**src/rtl/trace_buf_ctrl.sv**
```systemverilog
// trace_buf_ctrl: capture controller for a 256x32 dual-port trace RAM.
// Port A streams samples into a circular pre/post-trigger buffer; port B
// reads the frozen buffer back using logical indices (0 = oldest sample).
// Optional macro TRACE_PRETRIG_GUARD_EN: when defined, a trigger in RUN is
// only accepted once fill >= DEPTH - post_len, so the pre-trigger history
// is always complete. When undefined, a trigger is accepted on any RUN cycle.
module trace_buf_ctrl #(
    parameter int ADDR_W = 8,
    parameter int DATA_W = 32,
    parameter int RD_LAT = 2
) (
    input  logic              clock,
    input  logic              reset,
    input  logic [DATA_W-1:0] smp_data,
    input  logic              smp_valid,
    input  logic              arm,
    input  logic              trig,
    input  logic [ADDR_W-1:0] post_len,
    input  logic              rd_req,
    input  logic [ADDR_W-1:0] rd_addr,
    output logic [DATA_W-1:0] rd_data,
    output logic              rd_valid,
    output logic [1:0]        state,
    output logic              done,
    output logic [ADDR_W:0]   fill,
    output logic [ADDR_W-1:0] trig_ptr,
    output logic [DATA_W-1:0] ram_data_a,
    output logic [ADDR_W-1:0] ram_address_a,
    output logic              ram_wren_a,
    output logic [DATA_W-1:0] ram_data_b,
    output logic [ADDR_W-1:0] ram_address_b,
    output logic              ram_wren_b,
    input  logic [DATA_W-1:0] ram_q_b
);

    localparam int DEPTH = 2 ** ADDR_W;
    localparam logic [ADDR_W:0]   DEPTH_V  = (ADDR_W + 1)'(DEPTH);
    localparam logic [ADDR_W:0]   FILL_ONE = (ADDR_W + 1)'(1);
    localparam logic [ADDR_W-1:0] PTR_ONE  = ADDR_W'(1);

    typedef enum logic [1:0] {
        S_IDLE = 2'd0,
        S_RUN  = 2'd1,
        S_POST = 2'd2,
        S_DONE = 2'd3
    } state_t;

    state_t              state_q;
    state_t              state_d;
    logic                trig_q;
    logic                trig_re;
    logic                trig_ok;
    logic [ADDR_W-1:0]   wr_ptr;
    logic [ADDR_W-1:0]   post_len_q;
    logic [ADDR_W-1:0]   post_cnt_q;
    logic [ADDR_W:0]     post_cnt_nx;
    logic                wr_en;
    logic                trig_take;
    logic                restart;
    logic                rd_accept;
    logic [ADDR_W-1:0]   base;
    logic [RD_LAT-1:0]   rd_pipe;

    assign trig_re     = trig & ~trig_q;
    assign post_cnt_nx = {1'b0, post_cnt_q} + FILL_ONE;

`ifdef TRACE_PRETRIG_GUARD_EN
    logic [ADDR_W:0] guard_thr;
    assign guard_thr = DEPTH_V - {1'b0, post_len};
    assign trig_ok   = (fill >= guard_thr);
`else
    assign trig_ok   = 1'b1;
`endif

    assign state      = state_q;
    assign done       = (state_q == S_DONE);
    assign ram_data_b = '0;
    assign ram_wren_b = 1'b0;

    // Once the buffer has wrapped, the oldest sample sits at the write pointer.
    assign base          = (fill == DEPTH_V) ? wr_ptr : '0;
    assign ram_address_b = (state_q == S_DONE) ? (base + rd_addr) : '0;
    assign rd_accept     = rd_req && (state_q == S_DONE);
    assign rd_data       = ram_q_b;
    assign rd_valid      = rd_pipe[RD_LAT-1];

    // State register for the capture FSM.
    always_ff @(posedge clock or posedge reset) begin
        if (reset) begin
            state_q <= S_IDLE;
        end else begin
            state_q <= state_d;
        end
    end

    // Next-state decode plus the write/trigger strobes that drive the datapath.
    always_comb begin
        state_d   = state_q;
        wr_en     = 1'b0;
        trig_take = 1'b0;
        restart   = 1'b0;
        if (arm) begin
            state_d = S_RUN;
            restart = 1'b1;
        end else begin
            case (state_q)
                S_RUN: begin
                    if (trig_re && trig_ok) begin
                        trig_take = 1'b1;
                        if (post_len == '0) begin
                            state_d = S_DONE;
                        end else begin
                            wr_en = smp_valid;
                            if (smp_valid && (post_len == PTR_ONE)) begin
                                state_d = S_DONE;
                            end else begin
                                state_d = S_POST;
                            end
                        end
                    end else begin
                        wr_en = smp_valid;
                    end
                end
                S_POST: begin
                    if (smp_valid) begin
                        wr_en = 1'b1;
                        if (post_cnt_nx == {1'b0, post_len_q}) begin
                            state_d = S_DONE;
                        end
                    end
                end
                default: begin
                    state_d = state_q;
                end
            endcase
        end
    end

    // Write port, pointers, fill level and trigger bookkeeping.
    always_ff @(posedge clock or posedge reset) begin
        if (reset) begin
            trig_q        <= 1'b0;
            wr_ptr        <= '0;
            fill          <= '0;
            trig_ptr      <= '0;
            post_len_q    <= '0;
            post_cnt_q    <= '0;
            ram_wren_a    <= 1'b0;
            ram_address_a <= '0;
            ram_data_a    <= '0;
        end else begin
            trig_q <= trig;
            if (restart) begin
                wr_ptr     <= '0;
                fill       <= '0;
                post_cnt_q <= '0;
                ram_wren_a <= 1'b0;
            end else begin
                ram_wren_a <= wr_en;
                if (wr_en) begin
                    ram_address_a <= wr_ptr;
                    ram_data_a    <= smp_data;
                    wr_ptr        <= wr_ptr + PTR_ONE;
                    if (fill != DEPTH_V) begin
                        fill <= fill + FILL_ONE;
                    end
                end
                if (trig_take) begin
                    trig_ptr   <= wr_ptr;
                    post_len_q <= post_len;
                    post_cnt_q <= {{(ADDR_W-1){1'b0}}, smp_valid};
                end else if ((state_q == S_POST) && wr_en) begin
                    post_cnt_q <= post_cnt_nx[ADDR_W-1:0];
                end
            end
        end
    end

    // Read-valid delay line matching the RAM port-B latency; arm does not flush it.
    always_ff @(posedge clock or posedge reset) begin
        if (reset) begin
            rd_pipe <= '0;
        end else begin
            rd_pipe[0] <= rd_accept;
            for (int i = 1; i < RD_LAT; i++) begin
                rd_pipe[i] <= rd_pipe[i-1];
            end
        end
    end

endmodule

```
**config.mk**
```make
export PLATFORM = sky130hd
export DESIGN_NAME = trace_buf_ctrl
export DESIGN_NICKNAME = d
export VERILOG_FILES = /design/src/rtl/trace_buf_ctrl.sv
export SDC_FILE = /design/constraint.sdc
export NUM_CORES = 1
export LEC_CHECK = 0
export ABC_AREA = 1
export CORE_MARGIN = 2
export CORE_UTILIZATION = 43
export CTS_BUF_LIST = sky130_fd_sc_hd__clkbuf_16
export DETAILED_ROUTE_END_ITERATION = 7
export PLACE_DENSITY = 0.8
export SETUP_SLACK_MARGIN = 0.2
export SLEW_MARGIN = 10
export SYNTH_ARGS = -nofsm -noshare
export SYNTH_HDL_FRONTEND = slang
export SYNTH_SLANG_ARGS = --single-unit
```
**constraint.sdc**
```tcl
create_clock -name clock -period 2.95 [get_ports clock]
set_input_delay 0.4425 -clock clock [delete_from_list [all_inputs] [get_ports clock]]
set_output_delay 0.4425 -clock clock [all_outputs]
set_load 0.03 [all_outputs]
```
==> flow_metrics.tcl, run 1 <==
set metrics [dict create \
    synth.ff_latch_count 87 \
    io_pins 221 \
    hold_path_depth 0 \
    drive_above_1_share_pct 13.46 \
    die_area_sq_um 12450 \
    drt_iter0_markers 249 \
    rsz0062_at_grt "true" \
    nFillCells 994 \
    synthMuxAreaShare_pct 0.2263 \
    clk_latency_ns 0.34 \
    place_worst_setup_slack_ns -0.05037 \
    yosysUniqueCellTypes 42 \
    synthFlopType "dfrtp_1" \
    gp_congestion 0.8803 \
    syn-cell-area_sq_um 4976 \
    io_buffers 123 \
    grt_first_pass_wirelength_microns 20760 \
    ys_seq_area_share_pct 43.75 \
    placement_rows 39 \
    synth_area_leaders "dfrtp_1, nand2_1, buf_4" \
    dieWidth_microns 111.6 \
    cap_violations 0 \
    synth-compound-area-share_pct 12.27 \
    timing.hold.ws_ns 0.3498 \
    cts_max_path_buffers 2 \
    async_flop_share_pct 100.0 \
    wire_per_inst_microns 15.01 \
    synth_top_family_by_area "simple AND/OR/NAND/NOR gates" \
    startpoint "fill[1]$_DFFE_PP0P_" \
    synth_edf_count 0 \
    nNetsFinal 825 \
    leakage_nw 3.042 \
    r2r_start "state[1]$_DFFE_PP0P_" \
    p_total_w 0.005556 \
    start_util_pct 43.77 \
    status "finished, violations left" \
    slew_viol_final 0 \
    cts_buffers 9 \
    grtUsageTotal_pct 20.52 \
    first_global_vias 4366 \
    wl_microns 13070 \
    cp.arrival_ns 2.74 \
    startpoint_type "flip-flop" \
    yosys.area_share.simple_pct 21.78 \
    skew_ns 0.009965 \
    vias 4444 \
    yosysTopAreaCell "dfrtp_1" \
    dp.cells 845 \
    htreeDepth 3 \
    synthAdderAreaFrac_pct 3.923 \
    postCtsHoldBufs 0 \
    synth_top_area_share_pct 43.75 \
    final_util_pct 57.82 \
    vias_per_cell 5.102 \
    max_freq_ghz 0.3144 \
    ff_latch_area_sq_um 2180 \
    power.density_nw_per_um2 845.2 \
    postSynthAreaPerCell_sq_um 8.065 \
    violations "setup timing" \
    min_period_over_period_pct 107.8 \
    r2r_setup_slack_ns 0.51 \
    cts_sinks 87 \
    coreArea_sq_um 11370 \
    cp_data_required_time_ns 2.51 \
    ir_worst_vdd_mv 0.6110 \
    synth_cells 617 \
    antenna_found_initial 0 \
    yosysWarnings 0 \
    maxSlewHeadroom_pct 33.14 \
    worst_pin_slew_ns 1.001 \
    ant_nets 0 \
    hp-class "reg -> reg" \
    drt_pre_antenna_iters 4 \
    dpl.hpwl_microns 9038 \
    grt_overflow 0 \
    cts_tree "done" \
    reg2reg_depth 10 \
    syn2layout_area_growth_pct 32.11 \
    chipHeight_microns 111.6 \
    crit_type "reg -> out" \
    r2r_end "ram_address_a[0]$_DFFE_PP0P_" \
    multiInputGateArea_sq_um 2218 \
    path_clk_slew_ns 0.07 \
    hold_viol 0 \
    synthXorXnorAreaFrac_pct 0.8801 \
    stdcell_count 871 \
    antenna_cells 0 \
    cts-root-buf "clkbuf_16" \
    fin_ws_ns -0.2306 \
    cp_max_fo 6 \
    crit_path_end "ram_address_b[6]" \
    grt_max_degree 88 \
    endpoint_kind "output port" \
    setup_violations 4 \
    fin_crit_ns 3.181 \
    drc 0 \
]
==> synthesized netlist by cell type (2+ instances only) <==
master	count
inv_2	2
clkbuf_1	6
o21ai_0	56
o31ai_1	3
nand3_1	32
buf_4	69
ha_1	14
nor2_1	30
inv_1	61
nand2_2	7
nor3_1	5
nand3_2	2
clkbuf_2	2
nand2_1	152
o21ai_1	18
nand3b_1	2
o21a_1	7
o22ai_1	6
xor2_1	4
nand4_1	9
nor2_4	3
dfrtp_1	87
nor2_2	2
a21oi_1	18
buf_6	3
==> cells in the final DEF (no fill, tap or decap), types with 9 or more instances in the layout <==
master,count
ha_1,10
clkdlybuf4s50_1,115
inv_1,57
nor2_1,21
nand4_1,9
o21ai_0,53
conb_1,33
a21oi_1,11
dfrtp_1,85
clkbuf_16,9
buf_4,26
nand2_2,9
o21ai_1,21
nand3_1,31
nand2_1,150
==> kinds of logic (layout without fill, tap and decap cells) <==
logic type,after synthesis,in the layout
adder cells (fa/ha/maj),15,15
buffers and inverters,147,226
AO/OA/AOI/OAI,113,113
AND/OR/NAND/NOR,248,248
XOR/XNOR,5,5
other,1,33
flip-flops,87,87
multiplexers,1,1
==> how the worst min path moves through the flow <==
stage,startpoint,endpoint,slack [ns]
finish,rd_pipe[0]$_DFF_PP0_,rd_pipe[1]$_DFF_PP0_,0.35
global placement,rd_pipe[0]$_DFF_PP0_,rd_pipe[1]$_DFF_PP0_,0.34
detailed placement,rd_pipe[0]$_DFF_PP0_,rd_pipe[1]$_DFF_PP0_,0.34
floorplan,rd_pipe[0]$_DFF_PP0_,rd_pipe[1]$_DFF_PP0_,0.33
CTS,rd_pipe[0]$_DFF_PP0_,rd_pipe[1]$_DFF_PP0_,0.35
global route,rd_pipe[0]$_DFF_PP0_,rd_pipe[1]$_DFF_PP0_,0.36
==> worst max-delay path, stage by stage (launching register included) <==
cell and delay (ns):
dfrtp_2 0.37, inv_2 0.05, ha_4 0.14, nand4_1 0.06, nor2_1 0.05, buf_4 0.15
inv_6 0.08, buf_4 0.16, nor2_2 0.04, ha_1 0.33, inv_2 0.05, o21bai_1 0.22
nand2_1 0.12, nand2_2 0.08, a21oi_2 0.06, buf_4 0.14, a21oi_2 0.14, buf_6 0.14
==> sequential cells by signal, indices dropped and copies added (netlist names), 2 cells and up <==
register and cells:
state 2, ram_address_a 8, rd_pipe 2, post_cnt_q 8, wr_ptr 8, ram_data_a 32, trig_ptr 8, post_len_q 8
fill 9
==> repair_timing <==
action	CTS	global route
gates resized for setup	22	23
gates cloned	0	0
endpoints found under the setup margin	8	7
buffers inserted	7	4
pin swaps	15	20
==> power breakdown <==
group	switching [W]	internal (W)
logic	0.00155	0.000967
registers	0.000230	0.00156
clock network	0.000500	0.000747
==> per-stage QoR <==
step / cell area (sq um) / setup TNS (ns)
after floorplan: 5122 / 0
after global placement: 6030 / 0
after detailed placement: 6030 / -0.05037
after CTS: 6437 / -0.9673
after global routing: 6574 / -1.425
final: 6574 / -0.8430
==> routing by layer <==
layer  wire, microns  vias to the layer above  GRT usage, %
met1            5477                     2136         24.77
met3            1027                       29         7.621
met4             312                        0         6.420
li1                -                     2107             -
met5               0                        -             0
met2            6256                      172         34.31
==> cell type report <==
class / instances / area share, %
clock buffers: 9 / 3.426
clock inverters: 6 / 1.427
inverters: 64 / 3.788
multi-input cells: 415 / 33.75
flip-flops and latches: 87 / 33.16
well taps: 143 / 2.722
repair buffers: 147 / 21.74
(Power assumes the default switching activity.)
==> inputs of run 2 (changes only) <==
--- a/config.mk
+++ b/config.mk
@@ -10,7 +10,7 @@
 export CORE_UTILIZATION = 43
 export CTS_BUF_LIST = sky130_fd_sc_hd__clkbuf_16
 export DETAILED_ROUTE_END_ITERATION = 7
-export PLACE_DENSITY = 0.8
+export PLACE_DENSITY_LB_ADDON = 0.05
 export SETUP_SLACK_MARGIN = 0.2
 export SLEW_MARGIN = 10
 export SYNTH_ARGS = -nofsm -noshare
==> flow_metrics.tcl, run 2 (same netlist as run 1, synthesis figures left out) <==
set metrics [dict create \
    status "finished, violations left" \
    violations "setup timing" \
    io_buffers 123 \
    placement_rows 39 \
    dpl.hpwl_microns 9062 \
    coreArea_sq_um 11370 \
    fin_ws_ns -0.2038 \
    hp-class "reg -> reg" \
    postCtsHoldBufs 0 \
    crit_family "buffers and inverters" \
    slew_viol_final 0 \
    cts_buffers 9 \
    grtUsageTotal_pct 20.57 \
    drc 0 \
    antenna_cells 0 \
    cap_violations 0 \
    gp_congestion 0.8950 \
    r2r_start "state[1]$_DFFE_PP0P_" \
    htreeDepth 3 \
    clk_latency_ns 0.34 \
    reg_top3 "ram_data_a (32), fill (9)" \
    cp.arrival_ns 2.71 \
    cts-root-buf "clkbuf_16" \
    stdcell_count 882 \
    ir_worst_vdd_mv 0.5433 \
    worst_pin_slew_ns 0.6529 \
    endpoint_kind "output port" \
    max_freq_ghz 0.3171 \
    hp-start "rd_pipe[0]$_DFF_PP0_" \
    first_global_vias 4292 \
    hold_viol 0 \
    io_pins 221 \
    chipHeight_microns 111.6 \
    layout_commonest_cell "nand2_1" \
    antenna_found_initial 0 \
    drt_pre_antenna_iters 5 \
    cts_tree "done" \
    wl_microns 12570 \
    grt_max_degree 41 \
    die_area_sq_um 12450 \
    fin_tns_setup_ns -0.7025 \
    min_period_over_period_pct 106.9 \
    power.density_nw_per_um2 823.8 \
    fin_area_sq_um 6668 \
    r2r_setup_slack_ns 0.87 \
    fin_crit_ns 3.154 \
    crit_type "reg -> out" \
    skew_ns 0.006822 \
    cp_data_required_time_ns 2.51 \
    place_worst_setup_slack_ns -0.03147 \
    critPathBufInv 6 \
    vias 4397 \
    start_util_pct 43.77 \
    cp_max_fo 6 \
    dieWidth_microns 111.6 \
    largest_reg_flops 32 \
    drive_above_1_share_pct 14.75 \
    slowest_delay_ns 0.36 \
    syn2layout_area_growth_pct 34.00 \
    startpoint "fill[0]$_DFFE_PP0P_" \
    leakage_nw 3.090 \
    top_register "ram_data_a" \
    setup_violations 4 \
    ant_nets 0 \
    grt_first_pass_wirelength_microns 20670 \
    crit_slowest_cell "dfrtp_2" \
    startpoint_type "flip-flop" \
    rsz0062_at_grt "true" \
    cts_sinks 87 \
    wire_per_inst_microns 14.25 \
    grt_overflow 0 \
    path_clk_slew_ns 0.06 \
    cts_max_path_buffers 2 \
    nNetsFinal 837 \
    timing.hold.ws_ns 0.3470 \
    vias_per_cell 4.985 \
    maxSlewHeadroom_pct 56.38 \
    critical_path.cell_chain "inv_2 -> ha_4 -> nand4_1 -> nor2_1 -> buf_4 -> inv_6 -> buf_4 -> nor2_1 -> ha_1 -> inv_1 -> o31ai_4 -> a21oi_4 -> nand3_1 -> nand2_1 -> nor2_2 -> buf_6" \
    drt_iter0_markers 223 \
    dpl_cell_area_sq_um 6160 \
    dp.cells 862 \
    final_cell_mix "nand2_1, clkdlybuf4s50_1, dfrtp_1, inv_1, o21ai_0" \
]
## run 2: where the power goes
group | switching (W) | internal (W) | total, W
sequential | 0.000233 | 0.00156 | 0.00179
clock | 0.000457 | 0.000727 | 0.00118
combinational | 0.00154 | 0.000973 | 0.00252
## run 2: final timing paths
kind	endpoint	depth (start not counted)
setup reg to reg	ram_data_a[1]$_DFFE_PP0P_	11
setup / recovery	ram_address_b[7]	16
min in group asynchronous	ram_data_a[6]$_DFFE_PP0P_	2
max in group asynchronous	ram_address_a[1]$_DFFE_PP0P_	4
hold / removal	rd_pipe[1]$_DFF_PP0_	0
hold reg to reg	rd_pipe[1]$_DFF_PP0_	0
## run 2: layout make-up
cell class,instances,area [sq um]
clock inverter,5,76.32
tap,143,178.9
timing repair buffer,159,1528
multi-input combinational,415,2231
inverter,64,249.0
sequential,87,2180
clock buffer,9,225.2
fill,1041,4702
## run 2: stage by stage
step | power, W | utilization (%)
finish | 0.005493 | 58.64
global route | 0.005852 | 58.64
CTS | 0.005529 | 57.55
detailed placement | 0.004298 | 54.18
global placement | 0.004281 | 54.18
floorplan | 0.003433 | -
## run 2: what timing repair did
item	in CTS	in global routing
setup buffers	3	3
pin swaps	12	15
resized for setup	27	28
endpoints found under the setup margin	8	7
## run 2: routing by layer
layer	vias to the layer above	part of all wire [%]	track usage, %
met5	-	0	0
met2	154	48	33.29
met4	0	2.6	7.737
met1	2084	42	26.16
met3	28	7.2	6.206
li1	2131	-	-
==> inputs of run 3 (changes only) <==
--- a/config.mk
+++ b/config.mk
@@ -6,6 +6,7 @@
 export NUM_CORES = 1
 export LEC_CHECK = 0
 export ABC_AREA = 1
+export ABC_CLOCK_PERIOD_IN_PS = 2950
 export CORE_MARGIN = 2
 export CORE_UTILIZATION = 43
 export CTS_BUF_LIST = sky130_fd_sc_hd__clkbuf_16
==> results of run 3 <==
The final DEF is identical to that of run 2; final timing and power are the same.
